[config.mk]
export PLATFORM = sky130hd
export DESIGN_NAME = mux8_rr_arbiter_flat
export DESIGN_NICKNAME = d
export VERILOG_FILES = /design/src/rtl/mux8_rr_arbiter_if.sv /design/src/rtl/mux8_rr_arbiter.sv /design/src/flat_wrapper.sv
export SDC_FILE = /design/constraint.sdc
export NUM_CORES = 1
export LEC_CHECK = 0
export BUFFER_PORTS_ARGS = -buffer_cell sky130_fd_sc_hd__buf_2
export CELL_PAD_IN_SITES_DETAIL_PLACEMENT = 1
export CELL_PAD_IN_SITES_GLOBAL_PLACEMENT = 1
export CORE_AREA = 2 2 239 241
export DETAILED_ROUTE_END_ITERATION = 10
export DIE_AREA = 0 0 241 243
export PLACE_DENSITY = 0.57
export SYNTH_ARGS = -nofsm -noshare
export SYNTH_HDL_FRONTEND = slang
export SYNTH_SLANG_ARGS = --single-unit
export TNS_END_PERCENT = 10
[constraint.sdc]
create_clock -name clk -period 3.9 [get_ports clk]
set_input_delay 0.585 -clock clk [delete_from_list [all_inputs] [get_ports clk]]
set_output_delay 0.585 -clock clk [all_outputs]
set_load 0.01 [all_outputs]
[src/rtl/mux8_rr_arbiter_if.sv]
// Bundle of the requester-side and consumer-side signals of the 8:1 round-robin
// arbiter. The arbiter connects through the slave modport; the sources and the
// consumer (or a testbench standing in for them) use the master modport.
interface mux8_rr_arbiter_if #(
   parameter int WIDTH = 64
);

   logic [7:0]         Req;
   logic [8*WIDTH-1:0] DataIn;
   logic [7:0]         Ack;
   logic [7:0]         Grant;
   logic [2:0]         Sel;
   logic               Busy;
   logic [WIDTH-1:0]   OutData;
   logic               OutValid;
   logic               OutReady;

   modport slave (
      input  Req,
      input  DataIn,
      input  OutReady,
      output Ack,
      output Grant,
      output Sel,
      output Busy,
      output OutData,
      output OutValid
   );

   modport master (
      output Req,
      output DataIn,
      output OutReady,
      input  Ack,
      input  Grant,
      input  Sel,
      input  Busy,
      input  OutData,
      input  OutValid
   );

endinterface

[src/rtl/mux8_rr_arbiter.sv]
// Round-robin arbiter and burst sequencer sharing one 8:1 x WIDTH selection
// datapath among eight requesters. An owner keeps the grant for up to
// MAX_BURST beats or until it drops its request, then the search pointer moves
// one past it. Beats land in a registered valid/ready output stage.
module mux8_rr_arbiter #(
   parameter int WIDTH     = 64,
   parameter int MAX_BURST = 4
) (
   input logic              clk,
   input logic              rst,
   mux8_rr_arbiter_if.slave bus
);

   typedef enum logic {
      IDLE,
      OWN
   } state_t;

   localparam logic [4:0] LAST_CNT = 5'(MAX_BURST - 1);

   state_t           state_q, state_d;
   logic [2:0]       ptr_q, ptr_d;
   logic [2:0]       sel_q, sel_d;
   logic [7:0]       grant_q, grant_d;
   logic [4:0]       beat_cnt_q, beat_cnt_d;
   logic             out_valid_q, out_valid_d;
   logic [WIDTH-1:0] out_data_q, out_data_d;

   logic [7:0]       ack;
   logic [2:0]       scan_idx;
   logic [2:0]       win_idx;
   logic             found;
   logic             space;
   logic             owner_req;
   logic             owner_ack;
   logic             last_beat;
   logic [WIDTH-1:0] owner_data;

   assign space      = !out_valid_q || bus.OutReady;
   assign owner_req  = bus.Req[sel_q];
   assign owner_ack  = (state_q == OWN) && owner_req && space;
   assign owner_data = bus.DataIn[WIDTH*sel_q +: WIDTH];
   assign last_beat  = owner_ack && (beat_cnt_q == LAST_CNT);

   // Find the first requester at or after the rotating pointer, wrapping mod 8.
   always_comb begin
      found    = 1'b0;
      win_idx  = ptr_q;
      scan_idx = ptr_q;
      for (int i = 0; i < 8; i++) begin
         scan_idx = ptr_q + 3'(i);
         if (!found && bus.Req[scan_idx]) begin
            found   = 1'b1;
            win_idx = scan_idx;
         end
      end
   end

   // Next-state logic: grant in IDLE, move beats and decide release in OWN.
   always_comb begin
      state_d     = state_q;
      ptr_d       = ptr_q;
      sel_d       = sel_q;
      grant_d     = grant_q;
      beat_cnt_d  = beat_cnt_q;
      out_valid_d = out_valid_q;
      out_data_d  = out_data_q;
      ack         = '0;

      case (state_q)
         IDLE: begin
            if (out_valid_q && bus.OutReady) begin
               out_valid_d = 1'b0;
            end
            if (found) begin
               state_d    = OWN;
               grant_d    = 8'b1 << win_idx;
               sel_d      = win_idx;
               beat_cnt_d = '0;
            end
         end

         OWN: begin
            if (owner_ack) begin
               ack         = 8'b1 << sel_q;
               out_data_d  = owner_data;
               out_valid_d = 1'b1;
               beat_cnt_d  = beat_cnt_q + 5'd1;
            end else if (out_valid_q && bus.OutReady) begin
               out_valid_d = 1'b0;
            end
            if (!owner_req || last_beat) begin
               state_d    = IDLE;
               grant_d    = '0;
               ptr_d      = sel_q + 3'd1;
               beat_cnt_d = '0;
            end
         end

         default: begin
            state_d = IDLE;
         end
      endcase
   end

   // State and output registers; reset clears everything including a pending beat.
   always_ff @(posedge clk or posedge rst) begin
      if (rst) begin
         state_q     <= IDLE;
         ptr_q       <= '0;
         sel_q       <= '0;
         grant_q     <= '0;
         beat_cnt_q  <= '0;
         out_valid_q <= 1'b0;
         out_data_q  <= '0;
      end else begin
         state_q     <= state_d;
         ptr_q       <= ptr_d;
         sel_q       <= sel_d;
         grant_q     <= grant_d;
         beat_cnt_q  <= beat_cnt_d;
         out_valid_q <= out_valid_d;
         out_data_q  <= out_data_d;
      end
   end

   assign bus.Ack      = ack;
   assign bus.Grant    = grant_q;
   assign bus.Sel      = sel_q;
   assign bus.Busy     = (state_q == OWN);
   assign bus.OutData  = out_data_q;
   assign bus.OutValid = out_valid_q;

endmodule

[src/flat_wrapper.sv]
// flat-port wrapper written by rule: the top's interface ports become plain ports
module mux8_rr_arbiter_flat 
#(
   parameter int WIDTH     = 64,
   parameter int MAX_BURST = 4
)
  (clk, rst, bus_Req, bus_DataIn, bus_OutReady, bus_Ack, bus_Grant, bus_Sel, bus_Busy, bus_OutData, bus_OutValid);
  mux8_rr_arbiter_if #(.WIDTH(WIDTH)) bus_i ();
  input logic clk;
  input logic rst;
  input wire logic [$bits(bus_i.Req)-1:0] bus_Req;
  input wire logic [$bits(bus_i.DataIn)-1:0] bus_DataIn;
  input wire logic [$bits(bus_i.OutReady)-1:0] bus_OutReady;
  output wire logic [$bits(bus_i.Ack)-1:0] bus_Ack;
  output wire logic [$bits(bus_i.Grant)-1:0] bus_Grant;
  output wire logic [$bits(bus_i.Sel)-1:0] bus_Sel;
  output wire logic [$bits(bus_i.Busy)-1:0] bus_Busy;
  output wire logic [$bits(bus_i.OutData)-1:0] bus_OutData;
  output wire logic [$bits(bus_i.OutValid)-1:0] bus_OutValid;
  assign bus_i.Req = bus_Req;
  assign bus_i.DataIn = bus_DataIn;
  assign bus_i.OutReady = bus_OutReady;
  assign bus_Ack = bus_i.Ack;
  assign bus_Grant = bus_i.Grant;
  assign bus_Sel = bus_i.Sel;
  assign bus_Busy = bus_i.Busy;
  assign bus_OutData = bus_i.OutData;
  assign bus_OutValid = bus_i.OutValid;
  mux8_rr_arbiter #(.WIDTH(WIDTH), .MAX_BURST(MAX_BURST)) u_core (.clk(clk), .rst(rst), .bus(bus_i));
endmodule
==> results.txt <==
Status = finished, final reports clean
Die H = 243 um
Via count = 8394
HPWL after DPL = 36.5 mm
Post-synth top flop = dfrtp_1
DRT Wirelength = 43.2 mm
Clock skew = 0.00783 ns
Final worst-path cycle share = 88.1%
Clk_lat worst skew = 0.38 ns
Worst path max stage delay = 0.55 ns
GR Overflow Total = 0
Cells after synthesis = 648
PortBufs = 607
H-tree depth = 3
Routed Antenna Nets = 0
Hold Crit Class = in2async
CTS root buf = clkbuf_16
CP required = 4.14 ns
Hold Buf Count CTS = 0
Worst path cell trace = inv_1 > ha_1 > mux4_2 > mux4_2 > a311oi_2 > and2_2 > nand2_1 > a41oi_1 > o31ai_1
Async set-reset flop share out of synthesis = 100%
Adder-cell area share of the yosys netlist = 1.42%
Largest net degree at the start of global routing = 134
Crit path launch type = flop
Distinct cell type count after synthesis = 47
Critical path fanouts, max = 5
Area Growth Syn to Fin = 53.4%
Layout cell share with drive strength beyond 1 = 65.2%
# rows = 87
Core Area = 56000 um^2
Most common cell after layout, fill and taps aside = buf_2
Gpl congestion = 0.930
Via/cell ratio = 4.22
CTS tree = done
RSZ-0062 raised after global routing = false
Most frequent cells in the layout = buf_2, mux4_2, nand2_1
Largest family of logic cells by synthesized area = multiplexers
Power Dens Cells = 712 nW/um^2
Io pins = 608
Chip Width = 241 um
Clock transition at path regs = 0.07 ns
Post-Layout Cell Count = 1988
# DRC = 0
Post-synthesis simple-gate area fraction = 8.21%
Number of flops mapped to enable cells by yosys = 0
Syn avg cell area = 12.2 um^2
First-pass GRT wire length = 61.7 mm
MaxCap Viol Count = 0
Proportion of synthesized chip area in sequential cells = 26.9%
Clock sinks = 85
Fillers = 6627
Final Max Tran Viols = 0
Inserted Clock Buffers = 9
Initial DRC Count = 394
Slew at the pin closest to its max-slew limit = 1.17 ns
Synth Warn # = 0
CP max stage cell = mux4_2
Setup total negative slack = 0 ns
Flops & latches, synth = 85
Net Count, Synth = 1180
Headroom to the max-slew limit = 22.1%
Fin nets = 1750
Fmax achieved = 291 MHz
Post-CTS Resized = 0
Netlist Area Pre-Place = 7920 um^2
Die area = 58600 um^2
Final min period = 3.43 ns
Crit-path most repeated cell = mux4_2
CTS Buffer Depth = 2
Initial antenna violation count = 16
WL/cell = 21.7 um
Post-synthesis mux area share = 50.8%
# Post-CTS Setup Buffers = 0
CP Capture Type = flop
Final setup fails = 0
VDD IR max = 0.000434 V
Drt pass-1 iters = 5
WP data arrival = 3.68 ns
Compound-gate portion of the synthesized area = 8.64%
Overall global routing resource usage = 14.6%
Initial core utilization = 14.2%
Vias in the first global route = 9029
XOR/XNOR Fraction of Synth Area = 0.663%
Final hold vios = 0
Lkg Pwr = 5.86 nW
CP Class = reg2reg
Dpl cells = 1963
==> synth_stat cells, types with 3 or more instances <==
cell type	count	share of area, %
mux4_2	145	41
nand2_1	86	4.1
dfrtp_1	85	27
o21ai_0	71	4.5
mux2i_1	70	8.8
clkbuf_1	43	2.0
buf_1	12	0.57
nand3_1	10	0.63
o31ai_1	10	0.95
ha_1	9	1.4
inv_1	9	0.43
and3_1	8	0.63
nand2b_1	7	0.55
nor2_1	7	0.33
a21oi_1	6	0.38
and2_1	5	0.39
buf_2	5	0.32
xor2_1	5	0.55
a31oi_1	4	0.32
mux2_2	4	0.57
nor3_1	4	0.25
or2_2	4	0.32
a21o_1	3	0.28
nor2b_1	3	0.24
o21ai_1	3	0.19
==> through the flow <==
stage	hold slack [ns]	instance area (um^2)	power [mW]	util [%]	worst slack [ns]
CTS	0.475	12100	8.85	21.7	0.409
global route	0.509	12100	9.42	21.7	0.158
floorplan	0.477	7920	5.68	-	0.421
global placement	0.461	11800	7.75	21.1	0.528
finish	0.446	12100	8.65	21.7	0.465
detailed placement	0.465	11800	7.83	21.1	0.435
==> worst paths after layout <==
kind,startpoint,end,slack [ns],depth (start not counted)
max,u_core.ptr_q[0]$_DFFE_PP0P_,u_core.bus.Grant[2]$_DFFE_PP0P_,0.47,9
min,rst,u_core.bus.Grant[7]$_DFFE_PP0P_,0.45,2
max reg2reg,u_core.ptr_q[0]$_DFFE_PP0P_,u_core.bus.Grant[2]$_DFFE_PP0P_,0.47,9
min reg2reg,u_core.bus.OutData[25]$_DFFE_PP0P_,u_core.bus.OutData[25]$_DFFE_PP0P_,0.47,2
max in group asynchronous,rst,u_core.bus.OutData[2]$_DFFE_PP0P_,2.59,3
min in group clk,u_core.bus.OutData[25]$_DFFE_PP0P_,u_core.bus.OutData[25]$_DFFE_PP0P_,0.47,2
==> per-layer routing <==
| layer | routed length, um | vias to the layer above | global-route usage, % |
|---|---|---|---|
| met5 | 23 | - | 0 |
| met4 | 916 | 4 | 5.57 |
| met3 | 4150 | 50 | 5.46 |
| met2 | 21000 | 372 | 23.4 |
| met1 | 17200 | 4222 | 17.6 |
| li1 | - | 3746 | - |
==> final cells by class <==
| type | count | area (um^2) | share of cell area [%] |
|---|---|---|---|
| repair buffers | 619 | 3170 | 26.1 |
| well taps | 756 | 946 | 7.79 |
| multi-input cells | 493 | 5530 | 45.5 |
| clock buffers | 9 | 225 | 1.85 |
| clock inverters | 7 | 80.1 | 0.659 |
| flip-flops and latches | 85 | 2130 | 17.6 |
| diodes | 9 | 22.5 | 0.185 |
| inverters | 10 | 42.5 | 0.350 |
==> kinds of logic after synthesis <==
kind of cell | count (synthesis)
AO/OA/AOI/OAI | 115
XOR/XNOR | 6
adder cells (fa/ha/maj) | 9
buffers and inverters | 70
flip-flops | 85
multiplexers | 220
AND/OR/NAND/NOR | 143
==> state kept, by name (all words and copies together) (netlist names) <==
signal and cells:
u_core.ptr_q 3, u_core.bus.Sel 3, u_core.bus.Grant 8, u_core.bus.OutValid 1
u_core.bus.OutData 64, u_core.bus.Busy 1, u_core.beat_cnt_q 5
==> critical path, delay by kind of cell (launching register included) <==
| family | cells | cell delay, ns |
|---|---|---|
| flops | 1 | 0.35 |
| buf+inv | 1 | 0.12 |
| mux | 2 | 1.06 |
| simple gates | 2 | 0.35 |
| fa+ha+maj | 1 | 0.46 |
| compound gates | 3 | 0.96 |
==> power breakdown <==
part	total [mW]	leakage (nW)	internal (mW)	switching [mW]
registers	1.59	1.07	1.30	0.292
clock network	0.951	0.148	0.506	0.445
logic	6.11	4.65	2.79	3.32
Power figures use the tool's default switching activity.
